`config.mk`:
```
export PLATFORM = sky130hd
export DESIGN_NAME = alu_seq
export DESIGN_NICKNAME = d
export VERILOG_FILES = /design/src/rtl/alu_pkg.sv /design/src/rtl/alu_seq_core.sv /design/src/rtl/alu_seq.sv
export SDC_FILE = /design/constraint.sdc
export NUM_CORES = 1
export LEC_CHECK = 0
export ABC_CLOCK_PERIOD_IN_PS = 5710
export CAP_MARGIN = 25
export CORE_UTILIZATION = 55
export CTS_CLUSTER_SIZE = 8
export DETAILED_ROUTE_END_ITERATION = 7
export GPL_TIMING_DRIVEN = 0
export HOLD_SLACK_MARGIN = 0.06
export PLACE_DENSITY = 0.81
export SLEW_MARGIN = 5
export SYNTH_ARGS = -nofsm -noshare
export SYNTH_HDL_FRONTEND = slang
export SYNTH_HIERARCHICAL = 1
export SYNTH_SLANG_ARGS = --single-unit
```
`constraint.sdc`:
```
create_clock -name clk -period 5.71 [get_ports clk]
set_clock_uncertainty 0.1 [all_clocks]
set_input_delay 0.571 -clock clk [delete_from_list [all_inputs] [get_ports clk]]
set_output_delay 0.571 -clock clk [all_outputs]
set_load 0.02 [all_outputs]
```
`src/rtl/alu_pkg.sv`:
```
// ---------------------------------------------------------------------------
// alu_pkg
//   Shared definitions for the sequential ALU: opcode encodings, FSM state
//   encoding, flag bit positions inside the packed NZCV register, and a
//   helper that classifies shift/rotate opcodes.
//   Revision: 1.0
// ---------------------------------------------------------------------------
`default_nettype none

package alu_pkg;

  // Opcode encodings
  localparam logic [3:0] OP_AND = 4'd0;
  localparam logic [3:0] OP_XOR = 4'd1;
  localparam logic [3:0] OP_SUB = 4'd2;
  localparam logic [3:0] OP_RSB = 4'd3;
  localparam logic [3:0] OP_ADD = 4'd4;
  localparam logic [3:0] OP_ADC = 4'd5;
  localparam logic [3:0] OP_SBC = 4'd6;
  localparam logic [3:0] OP_RSC = 4'd7;
  localparam logic [3:0] OP_LSL = 4'd8;
  localparam logic [3:0] OP_LSR = 4'd9;
  localparam logic [3:0] OP_ASR = 4'd10;
  localparam logic [3:0] OP_ROR = 4'd11;
  localparam logic [3:0] OP_ORR = 4'd12;
  localparam logic [3:0] OP_MOV = 4'd13;
  localparam logic [3:0] OP_BIC = 4'd14;
  localparam logic [3:0] OP_MVN = 4'd15;

  // FSM state encoding
  typedef enum logic [0:0] {
    ST_IDLE  = 1'b0,
    ST_SHIFT = 1'b1
  } state_e;

  // Bit positions of the flags inside the packed {N,Z,C,V} register
  localparam int FLAG_V = 0;
  localparam int FLAG_C = 1;
  localparam int FLAG_Z = 2;
  localparam int FLAG_N = 3;

  // Ops 8..11 are the shift/rotate group
  function automatic logic is_shift_op(input logic [3:0] op);
    return (op[3:2] == 2'b10);
  endfunction

endpackage

`default_nettype wire

```
`src/rtl/alu_seq_core.sv`:
```
// ---------------------------------------------------------------------------
// alu_seq_core
//   Combinational single-cycle datapath for the logical and arithmetic
//   opcodes (0..7, 12..15). Arithmetic is performed in W+1 bits so the
//   carry is bit W of the sum. Shift opcodes produce zero here; the parent
//   handles them.
//   Ports:
//     a_i, b_i  operands A and B
//     op_i      opcode
//     cin_i     stored C flag, used by ADC/SBC/RSC
//     res_o     W-bit result
//     c_o, v_o  carry and overflow (both 0 for logical ops)
//   Revision: 1.0
// ---------------------------------------------------------------------------
`default_nettype none

module alu_seq_core
  import alu_pkg::*;
#(
  parameter int W = 8
) (
  input  logic [W-1:0] a_i,
  input  logic [W-1:0] b_i,
  input  logic [3:0]   op_i,
  input  logic         cin_i,
  output logic [W-1:0] res_o,
  output logic         c_o,
  output logic         v_o
);

  logic [W-1:0] add_x;
  logic [W-1:0] add_y;
  logic         add_ci;
  logic [W:0]   sum;
  logic         is_arith;

  // Every arithmetic op reduces to x + y + ci with suitable operand selection
  always_comb begin
    add_x    = a_i;
    add_y    = b_i;
    add_ci   = 1'b0;
    is_arith = 1'b1;
    case (op_i)
      OP_SUB:  begin add_x = a_i; add_y = ~b_i; add_ci = 1'b1;  end
      OP_RSB:  begin add_x = b_i; add_y = ~a_i; add_ci = 1'b1;  end
      OP_ADD:  begin add_x = a_i; add_y = b_i;  add_ci = 1'b0;  end
      OP_ADC:  begin add_x = a_i; add_y = b_i;  add_ci = cin_i; end
      OP_SBC:  begin add_x = a_i; add_y = ~b_i; add_ci = cin_i; end
      OP_RSC:  begin add_x = b_i; add_y = ~a_i; add_ci = cin_i; end
      default: is_arith = 1'b0;
    endcase
  end

  assign sum = {1'b0, add_x} + {1'b0, add_y} + {{W{1'b0}}, add_ci};

  always_comb begin
    res_o = '0;
    c_o   = 1'b0;
    v_o   = 1'b0;
    if (is_arith) begin
      res_o = sum[W-1:0];
      c_o   = sum[W];
      // Overflow: adder inputs agree in sign but the result does not
      v_o   = (add_x[W-1] == add_y[W-1]) && (sum[W-1] != add_x[W-1]);
    end else begin
      case (op_i)
        OP_AND:  res_o = a_i & b_i;
        OP_XOR:  res_o = a_i ^ b_i;
        OP_ORR:  res_o = a_i | b_i;
        OP_MOV:  res_o = b_i;
        OP_BIC:  res_o = a_i & ~b_i;
        OP_MVN:  res_o = ~b_i;
        default: res_o = '0;
      endcase
    end
  end

endmodule

`default_nettype wire

```
`src/rtl/alu_seq.sv`:
```
// ---------------------------------------------------------------------------
// alu_seq
//   Sequential ALU with registered result and NZCV flags, start/busy/done
//   handshake, and iterative one-bit-per-cycle shifts/rotates.
//   Build option: ALU_SHIFT_EN. When undefined, the shift state, counter and
//   shift register are absent; ops 8..11 complete at once flagged illegal,
//   leaving result and flags untouched, and out_busy is tied low.
//   Ports:
//     clk, reset           clock, synchronous active-high reset
//     inp_start            request, accepted while not busy
//     inp_src0, inp_src1   operands A and B (B[SHW-1:0] = shift amount)
//     operation_select     opcode
//     inp_set_flags        1 = update flags for this request
//     out_busy             high while a shift iterates
//     out_done             one-cycle completion pulse
//     out_alu              registered result
//     carry_out_flag, overflow_flag, negative_flag, zero_flag   stored C,V,N,Z
//     out_illegal          pulses with out_done for unsupported opcodes
//   Revision: 1.0
// ---------------------------------------------------------------------------
`default_nettype none

module alu_seq
  import alu_pkg::*;
#(
  parameter int W = 8
) (
  input  logic         clk,
  input  logic         reset,
  input  logic         inp_start,
  input  logic [W-1:0] inp_src0,
  input  logic [W-1:0] inp_src1,
  input  logic [3:0]   operation_select,
  input  logic         inp_set_flags,
  output logic         out_busy,
  output logic         out_done,
  output logic [W-1:0] out_alu,
  output logic         carry_out_flag,
  output logic         overflow_flag,
  output logic         negative_flag,
  output logic         zero_flag,
  output logic         out_illegal
);

  localparam int SHW = $clog2(W);

  logic [W-1:0] alu_q,     alu_d;
  logic [3:0]   flags_q,   flags_d;
  logic         done_q,    done_d;
  logic         illegal_q, illegal_d;
  logic         idle;

  logic [W-1:0] core_res;
  logic         core_c;
  logic         core_v;

  alu_seq_core #(.W(W)) u_core (
    .a_i   (inp_src0),
    .b_i   (inp_src1),
    .op_i  (operation_select),
    .cin_i (flags_q[FLAG_C]),
    .res_o (core_res),
    .c_o   (core_c),
    .v_o   (core_v)
  );

`ifdef ALU_SHIFT_EN
  state_e         state_q, state_d;
  logic [SHW-1:0] cnt_q,   cnt_d;
  logic [W-1:0]   sh_q,    sh_d;
  logic [1:0]     sop_q,   sop_d;
  logic           setf_q,  setf_d;
  logic [W-1:0]   step;
  logic           step_c;

  assign idle     = (state_q == ST_IDLE);
  assign out_busy = (state_q == ST_SHIFT);

  // One-bit step of the latched shift; low opcode bits select the kind
  always_comb begin
    step   = sh_q;
    step_c = 1'b0;
    case (sop_q)
      2'b00: begin step = {sh_q[W-2:0], 1'b0};      step_c = sh_q[W-1]; end
      2'b01: begin step = {1'b0, sh_q[W-1:1]};      step_c = sh_q[0];   end
      2'b10: begin step = {sh_q[W-1], sh_q[W-1:1]}; step_c = sh_q[0];   end
      default: begin step = {sh_q[0], sh_q[W-1:1]}; step_c = sh_q[0];   end
    endcase
  end
`else
  assign idle     = 1'b1;
  assign out_busy = 1'b0;
`endif

  always_comb begin
    alu_d     = alu_q;
    flags_d   = flags_q;
    done_d    = 1'b0;
    illegal_d = 1'b0;
`ifdef ALU_SHIFT_EN
    state_d   = state_q;
    cnt_d     = cnt_q;
    sh_d      = sh_q;
    sop_d     = sop_q;
    setf_d    = setf_q;
`endif
    if (idle && inp_start) begin
      if (is_shift_op(operation_select)) begin
`ifdef ALU_SHIFT_EN
        if (inp_src1[SHW-1:0] == '0) begin
          // Zero shift: pass A through, C and V keep their values
          alu_d  = inp_src0;
          done_d = 1'b1;
          if (inp_set_flags) begin
            flags_d[FLAG_N] = inp_src0[W-1];
            flags_d[FLAG_Z] = (inp_src0 == '0);
          end
        end else begin
          state_d = ST_SHIFT;
          cnt_d   = inp_src1[SHW-1:0];
          sh_d    = inp_src0;
          sop_d   = operation_select[1:0];
          setf_d  = inp_set_flags;
        end
`else
        done_d    = 1'b1;
        illegal_d = 1'b1;
`endif
      end else begin
        alu_d  = core_res;
        done_d = 1'b1;
        if (inp_set_flags) begin
          flags_d[FLAG_N] = core_res[W-1];
          flags_d[FLAG_Z] = (core_res == '0);
          flags_d[FLAG_C] = core_c;
          flags_d[FLAG_V] = core_v;
        end
      end
    end
`ifdef ALU_SHIFT_EN
    else if (state_q == ST_SHIFT) begin
      sh_d = step;
      if (cnt_q == SHW'(1)) begin
        state_d = ST_IDLE;
        alu_d   = step;
        done_d  = 1'b1;
        if (setf_q) begin
          flags_d[FLAG_N] = step[W-1];
          flags_d[FLAG_Z] = (step == '0);
          flags_d[FLAG_C] = step_c;
        end
      end else begin
        cnt_d = cnt_q - SHW'(1);
      end
    end
`endif
  end

  always_ff @(posedge clk) begin
    if (reset) begin
      alu_q     <= '0;
      flags_q   <= '0;
      done_q    <= 1'b0;
      illegal_q <= 1'b0;
`ifdef ALU_SHIFT_EN
      state_q   <= ST_IDLE;
      cnt_q     <= '0;
      sh_q      <= '0;
      sop_q     <= '0;
      setf_q    <= 1'b0;
`endif
    end else begin
      alu_q     <= alu_d;
      flags_q   <= flags_d;
      done_q    <= done_d;
      illegal_q <= illegal_d;
`ifdef ALU_SHIFT_EN
      state_q   <= state_d;
      cnt_q     <= cnt_d;
      sh_q      <= sh_d;
      sop_q     <= sop_d;
      setf_q    <= setf_d;
`endif
    end
  end

  assign out_alu        = alu_q;
  assign out_done       = done_q;
  assign out_illegal    = illegal_q;
  assign negative_flag  = flags_q[FLAG_N];
  assign zero_flag      = flags_q[FLAG_Z];
  assign carry_out_flag = flags_q[FLAG_C];
  assign overflow_flag  = flags_q[FLAG_V];

endmodule

`default_nettype wire

```
**Word level (Yosys, flattened, before mapping)**

Cells that the tools add are included.

- Register bits after elaboration: 14
- Bits in latches: 0
- Bits in writable memories: 0
- ROM bits: 0
- Input bits: 24
- Memories: 0

- $add $sub $neg: 2
- $mul: 0
- Divide/modulo/power cells: 0
- Magnitude comparators: 0
- Eq/ne operators: 14
- Shifts and indexed selects: 0
- Multiplexer cells: 10
- Bitwise logic cells: 8
- Reduce and logical (&&, ||, !) cells: 11

Operators with widths:

| cell | number |
|---|---|
| 8-bit one-hot mux with 6 select lines | 1 |
| 8-bit AND | 2 |
| 4-bit by 3-bit == test with 1-bit output, second input constant | 4 |
| 4-bit == test, second input constant | 4 |
| 8-bit two-way mux | 2 |
| 8-bit inverter | 2 |
| 8-bit one-hot mux with 2 select lines | 1 |
| 8-bit by 8-bit adder with 9-bit output | 1 |
| 9-bit by 1-bit adder with 9-bit output | 1 |
| 4-bit by 2-bit == test with 1-bit output, second input constant | 2 |
| 8-bit logical NOT | 1 |
| 8-bit OR | 1 |
| 2-bit OR reduction | 4 |
| 8-bit bitwise XOR | 1 |
| 6-bit OR reduction | 1 |
| 1-bit two-way mux | 5 |
| 4-bit by 1-bit == test with 1-bit output, second input constant | 1 |
| 4-bit logical NOT | 1 |
| 3-bit AND reduction | 1 |
| 3-bit OR reduction | 1 |
| 2-bit == test, second input constant | 1 |
| 1-bit inverter | 2 |
| 1-bit one-hot mux with 2 select lines | 1 |
| 2-bit AND reduction | 1 |
| 3 further kinds | 3 |

**Longest topological paths before layout**

- Word-level depth: 8
- Gate-level depth with buffers: 15
- Mapped depth without buffers: 14

**Modules after synthesis**

The synthesis kept the hierarchy.

Modules (own cells, without submodules):

| module | times used | cells an instance | area an instance (um^2) | sequential area each (um^2) |
|---|---|---|---|---|
| alu_seq_core | 1 | 215 | 1282.5 | 0.0 |
| alu_seq | 1 | 66 | 556.8 | 280.3 |

**Least setup slack after synthesis**

Ideal clock, no wire load.

- Path kind: input to register
- Start point: input port operation_select[3]
- End point: register flags_q[2]
- Library setup time: 0.087 ns
- Data arrival time: 3.378 ns
- Required time: 5.523 ns
- Slack: 2.145 ns
- Stages: 15
- Buffers on the path: 3
- Path through: buf_2 nand2b_1 clkbuf_1 clkbuf_1 a21oi_1 fa_1 fa_1 nor2b_1 o31ai_1 a21oi_1 a211oi_1 or3_1 nor2_1 nand3_1 o31ai_1

- Longest elaborated chain between the ends: 7

RTL lines:

| element | RTL line | source |
|---|---|---|
| from (decl) | alu_seq.sv:33 | `input logic [3:0] operation_select,` |
| 4-bit by 2-bit == test with 1-bit output / 4-bit by 3-bit == test with 1-bit output (equally long branches) | alu_seq_core.sv:43 | `case (op_i)` |
| 2-bit OR reduction (no source line) | n/a |  |
| 8-bit one-hot mux with 2 select lines / 8-bit two-way mux (equally long branches) | alu_seq_core.sv:43 |  |
| 8-bit by 8-bit adder with 9-bit output | alu_seq_core.sv:54 | `assign sum = {1'b0, add_x} + {1'b0, add_y} + {{W{1'b0}}, add_ci};` |
| 9-bit by 1-bit adder with 9-bit output | alu_seq_core.sv:54 |  |
| 8-bit two-way mux * | alu_seq_core.sv:60 | `if (is_arith) begin` |
| net core_res[6] | alu_seq.sv:53 | `logic [W-1:0] core_res;` |
| 8-bit logical NOT * | alu_seq.sv:134 | `flags_d[FLAG_Z] = (core_res == '0);` |
| to (signal assigned) | alu_seq.sv:174 | `flags_q <= flags_d;` |
| to (decl) | alu_seq.sv:48 | `logic [3:0] flags_q, flags_d;` |

The timed path passes the listed nets; every way through them passes the cells marked *.
A chain may end at the register's enable or synchronous reset.

**Worst setup path in the final report**

Ends and elaborated chain as after synthesis.

==> out/qor.yml <==
status: "complete, no violations"
startpoint_type: "primary input"
globalplace.congestion: 0.936
setup_viol: 0
fp.dieW_um: 59.8
root_buffer: "clkbuf_4"
crit_path_end_kind: "flop"
clk_latency_ps: 280
rsz0062_at_grt: "no"
die_h_um: 59.8
worst_pin_slew_ps: 557
hold_depth: 2
htreeDepth: 1
ys_ff_latch: 14
io_buffers: 35
grt_pass1_wl_um: 7960
drive_gt1_frac: 0.0658
finalHoldViolations: 0
post_cts_buffers: 0
multi_input_area_um2: 1380
drtIter0Drc: 168
synth-main-ff-cell: "dfxtp_1"
finalCoreUtilization: 0.731
ys_types: 50
cts_sinks: 14
clockBufferDepth: 2
seq_area_um2: 280
arrival_ps: 4710
synth-compound-area-share: 0.348
vias: 2182
cts_tree: "done"
fill_cells: 298
synth-xor-area-share: 0.0333
synth.cell_area_um2: 1840
layout_commonest_cell: "o21ai_0"
vias_per_cell: 6.01
drv_slew: 0
drv_cap: 0
avgRoutedWirePerCell_um: 14.2
synthAdderAreaFrac: 0.124
grt_pass1_vias: 1742
final_cell_mix: "o21ai_0, clkdlybuf4s50_1, nand2_1"
postCtsHoldBufs: 0
rows: 20
relSlewSlack: 0.624
drtAntennaViolNets: 0
drt_pass1_iterations: 5
vdd_drop_max_mv: 0.156
hp-class: "flop to flop"
async_flop_share: 0
min_from: "out_alu[6]"
hold_path_end: "out_alu[6]"
antenna_found_initial: 0
powerDensity_nw_per_um2: 156
ys_seq_area_frac: 0.152
fin_crit_ps: 4610
timing.final.crit_share: 0.808
reg2reg_slack_ps: 2520
yosys_warnings: 6
grt_use_total: 0.295
cts-resized-gates: 0
crit_fanout: 10
postSynthCellCount: 281
synth-edff-count: 0
n_antenna_cell: 0
r2r-end: "flags_q[2]"
required_ps: 5810
numCtsBuffers: 3
power_mw: 0.354
fin_nets: 362
r2r-start: "flags_q[1]"
synthToLayoutAreaGrowth_pct: 23.3
drc: 0
hpwl_um: 3880
die_area_um2: 3580
yosys.area_share.simple: 0.230
start_util: 0.593
leakagePower_nw: 0.937
core-area_um2: 3100
muxShareOfSynthArea: 0.0109
grt_overflow: 0
num_io_pins: 39
wirelength_um: 5150
clk_pin_slew_ps: 80
ff2ff_path_depth: 12
postSynthAreaPerCell_um2: 6.55
grt_max_degree: 11
fmax_ghz: 0.217
synth_top_family_by_area: "compound AO/OA/AOI/OAI gates"
critPathKind: "primary input to flop"
synth_nets: 322
fin_setup_tns_ps: 0
==> kinds of logic (layout without fill, tap and decap cells) <==
| kind of cell | after synthesis | in the layout |
|---|---|---|
| AO/OA/AOI/OAI | 107 | 107 |
| multiplexers | 2 | 2 |
| adder cells (fa/ha/maj) | 17 | 17 |
| flip-flops | 14 | 14 |
| other | 1 | 1 |
| AND/OR/NAND/NOR | 90 | 90 |
| buffers and inverters | 43 | 81 |
| XOR/XNOR | 7 | 7 |
==> worst max-delay path, stage by stage <==
cell,delay (ps)
clkdlybuf4s50_1,510
buf_2,220
nand2b_1,120
clkbuf_1,310
clkbuf_1,460
a21oi_1,190
fa_1,470
fa_1,420
nor2b_1,260
o31ai_1,130
a21oi_1,210
a211oi_1,100
or3_1,350
nor2_1,110
nand3_1,80
o31ai_1,210
==> state kept, by name, summed over array words and instances (netlist names) <==
name and count:
out_alu 8, flags_q 4, out_done 1, out_illegal 1
==> where the power goes <==
part           leakage, nW  switching [mW]  internal [mW]
combinational        0.810           0.109         0.0833
sequential           0.114         0.00249          0.103
clock               0.0138          0.0321         0.0245
total                0.937           0.143          0.211
==> worst max path at each step <==
stage	startpoint	to	slack, ps
after floorplan	operation_select[3]	flags_q[2]	2150
after global placement	operation_select[3]	flags_q[2]	940
after detailed placement	operation_select[3]	flags_q[2]	910
after CTS	operation_select[3]	flags_q[2]	1180
after global routing	operation_select[3]	flags_q[2]	830
final	operation_select[3]	flags_q[2]	1100
==> per-layer routing <==
metal / track usage / part of all wire / vias to the layer above
li1: - / - / 1080
met2: 0.475 / 0.46 / 94
met1: 0.420 / 0.45 / 1005
met5: 0 / 0 / -
met4: 0.0498 / 0.0017 / 0
met3: 0.0455 / 0.087 / 3
==> metrics by stage <==
step / hold WS [ps] / setup slack, ps / std cells / instance area (um2)
after floorplan: 452 / 2150 / 281 / 1840
after global placement: 365 / 938 / 360 / 2240
after detailed placement: 374 / 907 / 360 / 2240
after CTS: 385 / 1180 / 363 / 2270
after global routing: 404 / 834 / 363 / 2270
final: 386 / 1100 / 363 / 2270
==> cells in the mapped netlist (3+ instances only) <==
cell,count,area share
ha_1,15,0.10
buf_2,9,0.024
o21ai_1,8,0.022
nand2_1,31,0.063
a21oi_1,27,0.073
clkbuf_1,9,0.018
dfxtp_1,14,0.15
o21ai_0,38,0.10
inv_1,23,0.047
xnor2_1,5,0.024
nand2b_1,5,0.017
nand3_1,11,0.030
nor3_1,6,0.016
a211oi_1,3,0.012
nand4_1,3,0.010
o31ai_1,6,0.024
nor2_1,20,0.041
a31oi_1,3,0.010
==> layout make-up <==
class / instances / area share
Buffer: 20 / 0.0430
Clock buffer: 3 / 0.00993
Inverter: 23 / 0.0381
Multi-Input combinational cell: 224 / 0.607
Sequential cell: 14 / 0.124
Tap cell: 44 / 0.0243
Timing Repair Buffer: 35 / 0.155
(Power assumes the default switching activity.)
